**src/rtl/ip_tx_arbiter.sv**
```systemverilog
// Two-source IP TX arbiter: picks the ICMP-reply or UDP source, registers its header,
// then passes its payload stream through until tlast. Counts completed frames per source.
module ip_tx_arbiter #(
   parameter bit RR_EN = 1'b1
) (
   input  logic        clk,
   input  logic        rst_n,

   input  logic        s0_ip_hdr_valid,
   output logic        s0_ip_hdr_ready,
   input  logic [5:0]  s0_ip_dscp,
   input  logic [1:0]  s0_ip_ecn,
   input  logic [15:0] s0_ip_length,
   input  logic [7:0]  s0_ip_ttl,
   input  logic [7:0]  s0_ip_protocol,
   input  logic [31:0] s0_ip_source_ip,
   input  logic [31:0] s0_ip_dest_ip,
   input  logic [7:0]  s0_payload_axis_tdata,
   input  logic        s0_payload_axis_tvalid,
   input  logic        s0_payload_axis_tlast,
   input  logic        s0_payload_axis_tuser,
   output logic        s0_payload_axis_tready,

   input  logic        s1_ip_hdr_valid,
   output logic        s1_ip_hdr_ready,
   input  logic [5:0]  s1_ip_dscp,
   input  logic [1:0]  s1_ip_ecn,
   input  logic [15:0] s1_ip_length,
   input  logic [7:0]  s1_ip_ttl,
   input  logic [7:0]  s1_ip_protocol,
   input  logic [31:0] s1_ip_source_ip,
   input  logic [31:0] s1_ip_dest_ip,
   input  logic [7:0]  s1_payload_axis_tdata,
   input  logic        s1_payload_axis_tvalid,
   input  logic        s1_payload_axis_tlast,
   input  logic        s1_payload_axis_tuser,
   output logic        s1_payload_axis_tready,

   output logic        m_ip_hdr_valid,
   input  logic        m_ip_hdr_ready,
   output logic [5:0]  m_ip_dscp,
   output logic [1:0]  m_ip_ecn,
   output logic [15:0] m_ip_length,
   output logic [7:0]  m_ip_ttl,
   output logic [7:0]  m_ip_protocol,
   output logic [31:0] m_ip_source_ip,
   output logic [31:0] m_ip_dest_ip,
   output logic [7:0]  m_payload_axis_tdata,
   output logic        m_payload_axis_tvalid,
   output logic        m_payload_axis_tlast,
   output logic        m_payload_axis_tuser,
   input  logic        m_payload_axis_tready,

   output logic [1:0]  grant,
   output logic [15:0] frame_counter0,
   output logic [15:0] frame_counter1,
   input  logic        clear_counter
);

   localparam int unsigned HDR_W = 6 + 2 + 16 + 8 + 8 + 32 + 32;
   localparam int unsigned CNT_W = 16;

   localparam logic [1:0] ST_IDLE    = 2'd0;
   localparam logic [1:0] ST_HDR     = 2'd1;
   localparam logic [1:0] ST_PAYLOAD = 2'd2;

   logic [1:0]       state_q, state_d;
   logic [1:0]       grant_q, grant_d;
   logic             last_owner_q, last_owner_d;
   logic             hdr_valid_q, hdr_valid_d;
   logic [HDR_W-1:0] hdr_q, hdr_d;
   logic [CNT_W-1:0] cnt0_q, cnt0_d;
   logic [CNT_W-1:0] cnt1_q, cnt1_d;
   logic             clear_prev_q;

   logic             sel1;
   logic             load_hdr;
   logic             frame_done;
   logic             clr_edge;
   logic [HDR_W-1:0] s0_hdr, s1_hdr;

   assign s0_hdr = {s0_ip_dscp, s0_ip_ecn, s0_ip_length, s0_ip_ttl,
                    s0_ip_protocol, s0_ip_source_ip, s0_ip_dest_ip};
   assign s1_hdr = {s1_ip_dscp, s1_ip_ecn, s1_ip_length, s1_ip_ttl,
                    s1_ip_protocol, s1_ip_source_ip, s1_ip_dest_ip};

   // Winner select: lone requester wins; a tie goes to source 0 unless round-robin says otherwise
   always_comb begin
      sel1 = 1'b0;
      if (s1_ip_hdr_valid && !s0_ip_hdr_valid) begin
         sel1 = 1'b1;
      end else if (s1_ip_hdr_valid && s0_ip_hdr_valid && RR_EN && !last_owner_q) begin
         sel1 = 1'b1;
      end
   end

   // Header accept goes only to the owner while the header is offered
   always_comb begin
      s0_ip_hdr_ready = 1'b0;
      s1_ip_hdr_ready = 1'b0;
      if (state_q == ST_HDR) begin
         s0_ip_hdr_ready = grant_q[0] && m_ip_hdr_ready;
         s1_ip_hdr_ready = grant_q[1] && m_ip_hdr_ready;
      end
   end

   // Payload pass-through from the owner; everything idle outside PAYLOAD
   always_comb begin
      m_payload_axis_tdata   = 8'd0;
      m_payload_axis_tvalid  = 1'b0;
      m_payload_axis_tlast   = 1'b0;
      m_payload_axis_tuser   = 1'b0;
      s0_payload_axis_tready = 1'b0;
      s1_payload_axis_tready = 1'b0;
      if (state_q == ST_PAYLOAD) begin
         if (grant_q[1]) begin
            m_payload_axis_tdata   = s1_payload_axis_tdata;
            m_payload_axis_tvalid  = s1_payload_axis_tvalid;
            m_payload_axis_tlast   = s1_payload_axis_tlast;
            m_payload_axis_tuser   = s1_payload_axis_tuser;
            s1_payload_axis_tready = m_payload_axis_tready;
         end else begin
            m_payload_axis_tdata   = s0_payload_axis_tdata;
            m_payload_axis_tvalid  = s0_payload_axis_tvalid;
            m_payload_axis_tlast   = s0_payload_axis_tlast;
            m_payload_axis_tuser   = s0_payload_axis_tuser;
            s0_payload_axis_tready = m_payload_axis_tready;
         end
      end
   end

   assign frame_done = (state_q == ST_PAYLOAD) && m_payload_axis_tvalid &&
                       m_payload_axis_tready && m_payload_axis_tlast;

   // Next-state logic
   always_comb begin
      state_d      = state_q;
      grant_d      = grant_q;
      last_owner_d = last_owner_q;
      hdr_valid_d  = hdr_valid_q;
      load_hdr     = 1'b0;
      case (state_q)
         ST_IDLE: begin
            if (s0_ip_hdr_valid || s1_ip_hdr_valid) begin
               load_hdr    = 1'b1;
               grant_d     = sel1 ? 2'b10 : 2'b01;
               hdr_valid_d = 1'b1;
               state_d     = ST_HDR;
            end
         end
         ST_HDR: begin
            if (m_ip_hdr_ready) begin
               hdr_valid_d = 1'b0;
               state_d     = ST_PAYLOAD;
            end
         end
         ST_PAYLOAD: begin
            if (frame_done) begin
               last_owner_d = grant_q[1];
               grant_d      = 2'b00;
               state_d      = ST_IDLE;
            end
         end
         default: begin
            grant_d     = 2'b00;
            hdr_valid_d = 1'b0;
            state_d     = ST_IDLE;
         end
      endcase
   end

   // Header is captured once at grant and held until the next grant
   always_comb begin
      hdr_d = hdr_q;
      if (load_hdr) begin
         hdr_d = sel1 ? s1_hdr : s0_hdr;
      end
   end

   // Clear edge zeroes first, so a coincident completion leaves the counter at 1
   assign clr_edge = clear_counter && !clear_prev_q;

   always_comb begin
      cnt0_d = clr_edge ? CNT_W'(0) : cnt0_q;
      cnt1_d = clr_edge ? CNT_W'(0) : cnt1_q;
      if (frame_done && grant_q[0]) begin
         cnt0_d = cnt0_d + CNT_W'(1);
      end
      if (frame_done && grant_q[1]) begin
         cnt1_d = cnt1_d + CNT_W'(1);
      end
   end

   always_ff @(posedge clk) begin
      if (!rst_n) begin
         state_q      <= ST_IDLE;
         grant_q      <= 2'b00;
         last_owner_q <= 1'b1;
         hdr_valid_q  <= 1'b0;
         hdr_q        <= '0;
         cnt0_q       <= '0;
         cnt1_q       <= '0;
         clear_prev_q <= 1'b0;
      end else begin
         state_q      <= state_d;
         grant_q      <= grant_d;
         last_owner_q <= last_owner_d;
         hdr_valid_q  <= hdr_valid_d;
         hdr_q        <= hdr_d;
         cnt0_q       <= cnt0_d;
         cnt1_q       <= cnt1_d;
         clear_prev_q <= clear_counter;
      end
   end

   assign {m_ip_dscp, m_ip_ecn, m_ip_length, m_ip_ttl,
           m_ip_protocol, m_ip_source_ip, m_ip_dest_ip} = hdr_q;
   assign m_ip_hdr_valid = hdr_valid_q;
   assign grant          = grant_q;
   assign frame_counter0 = cnt0_q;
   assign frame_counter1 = cnt1_q;

endmodule

```
**config.mk**
```make
export PLATFORM = sky130hd
export DESIGN_NAME = ip_tx_arbiter
export DESIGN_NICKNAME = d
export VERILOG_FILES = /design/src/rtl/ip_tx_arbiter.sv
export SDC_FILE = /design/constraint.sdc
export NUM_CORES = 1
export LEC_CHECK = 0
export ABC_AREA = 1
export ABC_CLOCK_PERIOD_IN_PS = 3600
export BUFFER_PORTS_ARGS = -buffer_cell sky130_fd_sc_hd__buf_2
export CAP_MARGIN = 20
export CORE_AREA = 4 4 150 152
export CTS_CLUSTER_DIAMETER = 200
export CTS_CLUSTER_SIZE = 28
export DETAILED_ROUTE_END_ITERATION = 8
export DIE_AREA = 0 0 154 156
export PLACE_DENSITY_LB_ADDON = 0.3
export REMOVE_ABC_BUFFERS = 1
export SYNTH_ARGS = -nofsm -noshare
export SYNTH_HDL_FRONTEND = slang
export SYNTH_SLANG_ARGS = --single-unit
```
**constraint.sdc**
```tcl
create_clock -name clk -period 3.6 [get_ports clk]
set_clock_uncertainty 0.05 [all_clocks]
set_input_delay 0.72 -clock clk [delete_from_list [all_inputs] [get_ports clk]]
set_output_delay 0.72 -clock clk [all_outputs]
set_load 0.02 [all_outputs]
```
# == Word-level counts from Yosys, hierarchy flattened ==
# Cells that the tools add are included.
# totals
register_bits,143
elab_cells,70
out_inout_bits,154
# classes
eq_ne,5
mux,33
add_sub_neg,2
reduce_logical,20
bitwise,2
# op_table
op,count
$mux W104,1
$mux W16,4
$add A16 B1 Y16 const B,2
$mux W1,18
$mux W8,2
$pmux W2 S3,2
$logic_and A1 B1 Y1,11
$mux W2,5
$reduce_and A3 Y1,3
$ne A2 B2 Y1 const B,3
$logic_not A1 Y1,3
$pmux W1 S3,1
$eq A2 B1 Y1 const B,1
$eq A2 B2 Y1 const B,1
$logic_not A2 Y1,1
$not A1 Y1,2
$reduce_and A2 Y1,1
$logic_or A1 B1 Y1,1

# == Logic depth before layout (Yosys ltp) ==
# Gate-level depths: netlist of run 1.
# logic_depth
word_depth,7
mapped_depth,15
mapped_depth_nobuf,13

# == Least setup slack after synthesis of run 1 ==
# No wires, ideal clock.
# synth_timing
path_type,input to register
startpoint,in clear_counter
endpoint,reg cnt0_q[14] (netlist: frame_counter0[14])
setup_ns,0.113
slack_ns,1.250
path_stages,13
arrival_time_ns,2.187
required_time_ns,3.437
path_cell_list,nand2_1 > buf_4 > buf_2 > nand2_1 > inv_1 > ha_1 > nand2_1 > nor2_1 > nand2_1 > nor2_1 > nand3_1 > nor2_1 > nor2_1
# synth_via
elab_chain_cells,4
# synth_lines
item,line,source
"start, declared",57,input logic clear_counter
$logic_and A1 B1 Y1 *,181,assign clr_edge = clear_counter && !clear_prev_q;
$mux W16 *,184,cnt0_d = clr_edge ? CNT_W'(0) : cnt0_q;
$add A16 B1 Y16,187,cnt0_d = cnt0_d + CNT_W'(1);
$mux W16 *,186,if (frame_done && grant_q[0]) begin
"end signal, assigned",210,cnt0_q <= cnt0_d;
"end, declared",72,"logic [CNT_W-1:0] cnt0_q, cnt0_d;"
# Every way passes the cells marked *; elsewhere a longest branch is shown, timed or not.
# A chain may end at the register's enable or synchronous reset.

# == Worst setup path after layout of run 1 ==
# layout_timing
startpoint,reg grant_q[1] (netlist: grant[1])
endpoint,out m_payload_axis_tvalid
# layout_via
elab_chain_cells,2
# layout_lines
item,line,source
"start, declared",68,"logic [1:0] grant_q, grant_d;"
"start signal, assigned",206,grant_q <= grant_d;
$mux W1,116,if (grant_q[1]) begin
$mux W1,115,if (state_q == ST_PAYLOAD) begin
"end, declared",49,"output logic m_payload_axis_tvalid,"
# Every way passes these cells.

==> flow_metrics.env, run 1 <==
export IMPL_grt_pass1_vias=8068
export IMPL_drc=0
export IMPL_critical_path_required_ps=2830
export IMPL_r2r_cells=7
export IMPL_max_stage_delay_ps=610
export IMPL_end_kind="primary output"
export IMPL_r2r_start="grant[1]"
export IMPL_drtAntennaViolNets=0
export IMPL_grt_use_total_pct=23.06
export IMPL_hold_buffers=0
export IMPL_worstHoldStart="m_ip_hdr_valid"
export IMPL_reg2reg_to="frame_counter1[6]"
export IMPL_clock_sinks=143
export IMPL_hold_ws_ps=409.1
export IMPL_drt_pass1_iter_count=5
export IMPL_io_buffers=390
export IMPL_hold_depth=2
export IMPL_path_clk_slew_ps=70
export IMPL_die_w_um=154
export IMPL_layoutNonFillerInstCount=1644
export IMPL_worstHoldPathType="flip-flop to flip-flop"
export IMPL_drv_cap=0
export IMPL_ir_worst_vdd_v=0.0002477
export IMPL_cpMaxStageDelayCell="dfxtp_1"
export IMPL_synth_cells=1019
export IMPL_final_common_cell="buf_2"
export IMPL_rrSetupSlack_ps=1030
export IMPL_fmax_ghz=0.3638
export IMPL_synth_cell_area_um2=7032
export IMPL_finalCriticalPeriod_ps=2748
export IMPL_io_pins=391
export IMPL_p_leak_nw=4.518
export IMPL_wl_um=29950
export IMPL_run_status="finished clean"
export IMPL_antenna_found_initial=11
export IMPL_grt_max_degree=106
export IMPL_mostFrequentLayoutCells="buf_2 (389), nand2_1 (237), dfxtp_1 (143), nand3_1 (133), nand4_1 (112)"
export IMPL_gr_total_overflow=0
export IMPL_htree_levels=4
export IMPL_crit_top_cell="inv_1"
export IMPL_cp_top_family="buffers and inverters"
export IMPL_rsz0062_at_grt="no"
export IMPL_drive_gt1_share_pct=32.89
export IMPL_grt_pass1_wl_um=44770
export IMPL_fin_nets=1588
export IMPL_core_area_um2=21020
export IMPL_ys_ff_latch=143
export IMPL_initial_core_util_pct=33.45
export IMPL_crit_chain="inv_1 -> nand2_1 -> nand3_4 -> inv_1 -> buf_2"
export IMPL_tightest_slew_ps=914.8
export IMPL_flow_area_growth_from_synthesis_pct=37.94
export IMPL_max_clock_path_buffers=2
export IMPL_avgRoutedWirePerCell_um=18.22
export IMPL_syn_area_per_cell_um2=6.901
export IMPL_worstPathMaxFanout=15
export IMPL_dp_cells=1605
export IMPL_clockRootBuffer="clkbuf_16"
export IMPL_critPathKind="flip-flop to primary output"
export IMPL_crit_buf_inv=3
export IMPL_critical_path_arrival_ps=1980
export IMPL_via_per_inst=5.307
export IMPL_fin_crit_sh_pct=76.35
export IMPL_place_gp_congestion=0.8811
export IMPL_relSlewSlack_pct=39.01
export IMPL_cts_setup_buffers=0
export IMPL_yosys_warnings=0
export IMPL_insertion_delay_ps=420
export IMPL_num_vias=8725
export IMPL_cts_resized=0
export IMPL_cts_tree="built"
export IMPL_cts_buffers=17
export IMPL_die_height_um=156
export IMPL_num_rows=53
export IMPL_yosysSeqAreaShare_pct=40.71
export IMPL_synth_cell_types=26
export IMPL_dpl_hpwl_um=20770
export IMPL_setup_viol=0
export IMPL_die_area_um2=24020
export IMPL_hold_violations=0
export IMPL_cp_start_kind="flip-flop"
export IMPL_drtIter0Drc=716
export IMPL_drv_slew=0
export IMPL_min_to="m_ip_hdr_valid"
export IMPL_power_density_nw_per_um2=464.2
## tightest hold or removal path, cell delays in order, from the launching register on
cell     delay [ps]
dfxtp_1         310
nand2_1          60
a21oi_1          50
## where the power goes
part / total [W] / leakage, nW / internal (W) / switching, W
logic: 0.000965 / 3.06 / 0.000321 / 0.000644
clock network: 0.00176 / 0.287 / 0.000943 / 0.000816
registers: 0.00178 / 1.17 / 0.00170 / 0.0000738
total: 0.00450 / 4.52 / 0.00297 / 0.00153
## cell families after synthesis
group	synth area share [%]
buf+inv	8.719
fa+ha+maj	0.3558
simple gates	38.10
flops	40.71
xor+xnor	0.1246
compound gates	11.99
## Yosys cell counts
cell type  count  area [um2]
a21boi_0       1       7.510
a21oi_1       28       140.1
a31oi_1      104       650.6
and3_1         1       6.260
buf_1          3       11.26
buf_2         19       95.09
buf_4          3       22.52
clkbuf_1      68       255.2
clkinv_1       1       3.750
dfxtp_1      143        2863
ha_1           2       25.02
inv_1         58       217.7
inv_2          2       7.510
nand2_1      239       897.1
nand3_1      133       665.6
nand3_2        1       10.01
nand3_4        1       17.52
nand4_1      112       700.7
nor2_1        77       289.0
nor2_4         1       11.26
nor3_1         9       45.04
nor3_2         2       20.02
nor3_4         1       16.27
o21ai_0        8       40.04
o21ai_1        1       5.000
xor2_1         1       8.760
## final cells by class
cell class	instances	area, um2
Sequential cell	143	2863
Timing Repair Buffer	404	2085
Inverter	61	231.5
Tap cell	275	344.1
Multi-Input combinational cell	722	3585
Antenna cell	7	17.52
Fill cell	2179	11320
Clock buffer	18	439.2
Clock inverter	14	135.1
## worst max path at each step
stage / start / to / depth (start not counted)
finish: grant[1] / m_payload_axis_tvalid / 5
global route: grant[1] / m_payload_axis_tvalid / 5
CTS: grant[1] / m_payload_axis_tvalid / 5
detailed placement: clear_counter / frame_counter0[14] / 13
global placement: clear_counter / frame_counter0[14] / 13
floorplan: s0_ip_hdr_valid / hdr_q[0] / 5
## routing by layer
layer	vias up	global-route usage, %	routed length (um)
met5	-	0	34
li1	4234	-	-
met1	4080	29.32	12230
met4	6	6.098	459
met2	369	38.42	14840
met3	36	6.824	2388
## state kept, by name, indices dropped and copies added, names as in the netlist
signal,flops
hdr_q,104
m_ip_hdr_valid,1
frame_counter1,16
last_owner_q,1
clear_prev_q,1
frame_counter0,16
state_q,2
grant,2
## stage by stage
step	TNS, ps	util, %	setup WS, ps	instance area, um2	power [W]
floorplan	-237850	-	-2227	6648	0.002323
global placement	0	43.32	942.4	9107	0.002767
detailed placement	0	43.32	883.2	9107	0.002772
CTS	0	46.06	830.3	9682	0.004530
global route	0	46.12	661.2	9694	0.004684
finish	0	46.14	851.6	9699	0.004502
No activity file was read; power rests on OpenSTA's default activity.
==> inputs of run 2 (changes only) <==
- ABC_CLOCK_PERIOD_IN_PS: 3600 -> 2700
- clock period: 3.6 -> 2.7 ns (I/O delays scaled with it)
==> run 2 against run 1 <==
Net effect:
- largest cell class unchanged
- first-iteration DRC count is 4.7% higher
- design area increased by 0.89%
- clock-buffer cell count decreased by 1
- clock power grew 35%
- total power is 34% higher
- sequential cell count did not move
- cell count rose by 0.49%
- sequential power rose by 33%
- critical endpoint is now m_payload_axis_tdata[2]
- global-route usage decreased by 0.14 points
- utilization rose by 0.41 points
- worst hold slack worse by 110 ps
- critical path depth unchanged
==> flow_metrics.env, run 2 (same netlist as run 1, synthesis figures left out) <==
export IMPL_relSlewSlack_pct=25.69
export IMPL_drtAntennaViolNets=0
export IMPL_p_int_w=0.004087
export IMPL_dpl_hpwl_um=20810
export IMPL_n_fill_cell=2205
export IMPL_insertion_delay_ps=420
export IMPL_worstHoldPathType="input pin to flip-flop"
export IMPL_gr_total_overflow=0
export IMPL_place_area_um2=9178
export IMPL_run_status="finished clean"
export IMPL_setup_viol=0
export IMPL_die_height_um=156
export IMPL_hold_buffers=0
export IMPL_die_w_um=154
export IMPL_drv_slew=0
export IMPL_rrSetupSlack_ps=770
export IMPL_sw_frac_of_total_pct=32.40
export IMPL_power_switching_w=0.001959
export IMPL_io_pins=391
export IMPL_tightest_slew_ps=1115
export IMPL_worstPathMaxFanout=12
export IMPL_ir_worst_vdd_v=0.0003398
export IMPL_stdcell_area_um2=9786
export IMPL_drc=0
export IMPL_p_clk_share_pct=39.4
export IMPL_min_to="clear_prev_q"
export IMPL_crit_buf_inv=3
export IMPL_wl_um=29430
export IMPL_htree_levels=4
export IMPL_fmax_ghz=0.4272
export IMPL_clockRootBuffer="clkbuf_16"
export IMPL_core_area_um2=21020
export IMPL_grt_max_degree=106
export IMPL_fin_crit_sh_pct=86.70
export IMPL_via_per_inst=5.316
export IMPL_initial_core_util_pct=33.45
export IMPL_clock_sinks=143
export IMPL_io_buffers=390
export IMPL_cts_buffers=17
export IMPL_critPathKind="flip-flop to primary output"
export IMPL_num_vias=8782
export IMPL_crit_chain="inv_2 -> nor2_4 -> inv_1 -> a21oi_1 -> buf_2"
export IMPL_cp_top_family="buffers and inverters"
export IMPL_antenna_found_initial=14
export IMPL_path_clk_slew_ps=60
export IMPL_power_density_nw_per_um2=617.9
export IMPL_cp_start_kind="flip-flop"
export IMPL_grt_pass1_vias=8173
export IMPL_drtIter0Drc=750
export IMPL_reg2reg_to="frame_counter0[14]"
export IMPL_fin_nets=1594
export IMPL_layoutNonFillerInstCount=1652
export IMPL_drive_gt1_share_pct=33.14
export IMPL_dp_cells=1611
export IMPL_drt_pass1_iter_count=6
export IMPL_pwr_share_seq_pct=39.1
export IMPL_max_clock_path_buffers=2
export IMPL_avgRoutedWirePerCell_um=17.81
export IMPL_cts_setup_buffers=0
export IMPL_power_share_combinational_pct=21.5
export IMPL_end_kind="primary output"
export IMPL_grt_pass1_wl_um=44580
export IMPL_largest_register_ff_count=104
export IMPL_hold_violations=0
export IMPL_grt_use_total_pct=22.92
export IMPL_die_area_um2=24020
export IMPL_place_gp_congestion=0.8813
export IMPL_cts_tree="built"
export IMPL_final_common_cell="buf_2"
export IMPL_tns_ps=0
export IMPL_mostFrequentLayoutCells="buf_2 (389), nand2_1 (237), dfxtp_1 (143), nand3_1 (133), nand4_1 (112)"
export IMPL_cpMaxStageDelayCell="dfxtp_1"
export IMPL_num_rows=53
export IMPL_critical_path_arrival_ps=1750
export IMPL_final_util_pct=46.55
export IMPL_drv_cap=0
export IMPL_pre_cts_ws_ps=470.5
export IMPL_top_register="hdr_q"
export IMPL_critical_path_required_ps=2110
export IMPL_r2r_start="clear_prev_q"
export IMPL_r2r_cells=12
export IMPL_rsz0062_at_grt="no"
export IMPL_p_leak_nw=4.547
export IMPL_finalCriticalPeriod_ps=2341
export IMPL_flow_area_growth_from_synthesis_pct=39.16
export IMPL_hold_depth=3
export IMPL_worstHoldStart="clear_counter"
export IMPL_max_stage_delay_ps=470
export IMPL_setup_slack_ps=359.0
export IMPL_cts_resized=0
[run 2: cell count changes in the layout (fill, tap and decap cells not counted), moves of 2 or more]
cell,before,now
buf_12,2,4
clkinvlp_4,0,3
buf_4,13,17
diode_2,7,10
inv_6,7,4
inv_8,5,0
clkinv_4,2,4
bufinv_16,0,2
[run 2: layout make-up]
class | count | area [um2] | share of cell area, %
multi-input combinational | 722 | 3585 | 36.63
sequential | 143 | 2863 | 29.25
timing repair buffer | 410 | 2155 | 22.02
clock buffer | 17 | 425.4 | 4.347
tap | 275 | 344.1 | 3.516
inverter | 61 | 231.5 | 2.365
clock inverter | 14 | 157.7 | 1.611
antenna | 10 | 25.02 | 0.2557
[run 2: power by group through the flow]
stage | combinational [W] | sequential (W) | clock [W]
2_1_floorplan | 0.000503 | 0.00259 | 0
3_3_place_gp | 0.00131 | 0.00241 | 0
3_5_place_dp | 0.00131 | 0.00240 | 0
4_1_cts | 0.00131 | 0.00236 | 0.00243
5_1_grt | 0.00141 | 0.00238 | 0.00251
6_report | 0.00130 | 0.00237 | 0.00238
[run 2: worst min-delay path, stage by stage]
cell     delay (ps)
buf_2           110
nand2_1          50
inv_1            40
[run 2: per-layer routing]
metal | global-route usage, % | wire length, um | vias up
li1 | - | - | 4246
met1 | 28.75 | 11640 | 4062
met2 | 36.58 | 14070 | 402
met3 | 7.240 | 2592 | 66
met4 | 9.546 | 1094 | 6
met5 | 0 | 28 | -
[run 2: worst max-delay path by stage]
stage	start	end	slack, ps	cells after the start
final	state_q[1]	m_payload_axis_tdata[2]	360	5
after global routing	state_q[1]	s0_payload_axis_tready	200	5
after CTS	state_q[1]	m_payload_axis_tdata[2]	320	5
after detailed placement	clear_counter	frame_counter0[14]	470	12
after global placement	clear_counter	frame_counter0[14]	520	13
after floorplan	s0_ip_hdr_valid	hdr_q[0]	-2950	5
[run 2: stage by stage]
stage	hold slack, ps	total power [W]
after floorplan	393.6	0.003097
after global placement	397.1	0.003715
after detailed placement	404.8	0.003714
after CTS	277.8	0.006103
after global routing	297.3	0.006304
final	300.4	0.006046
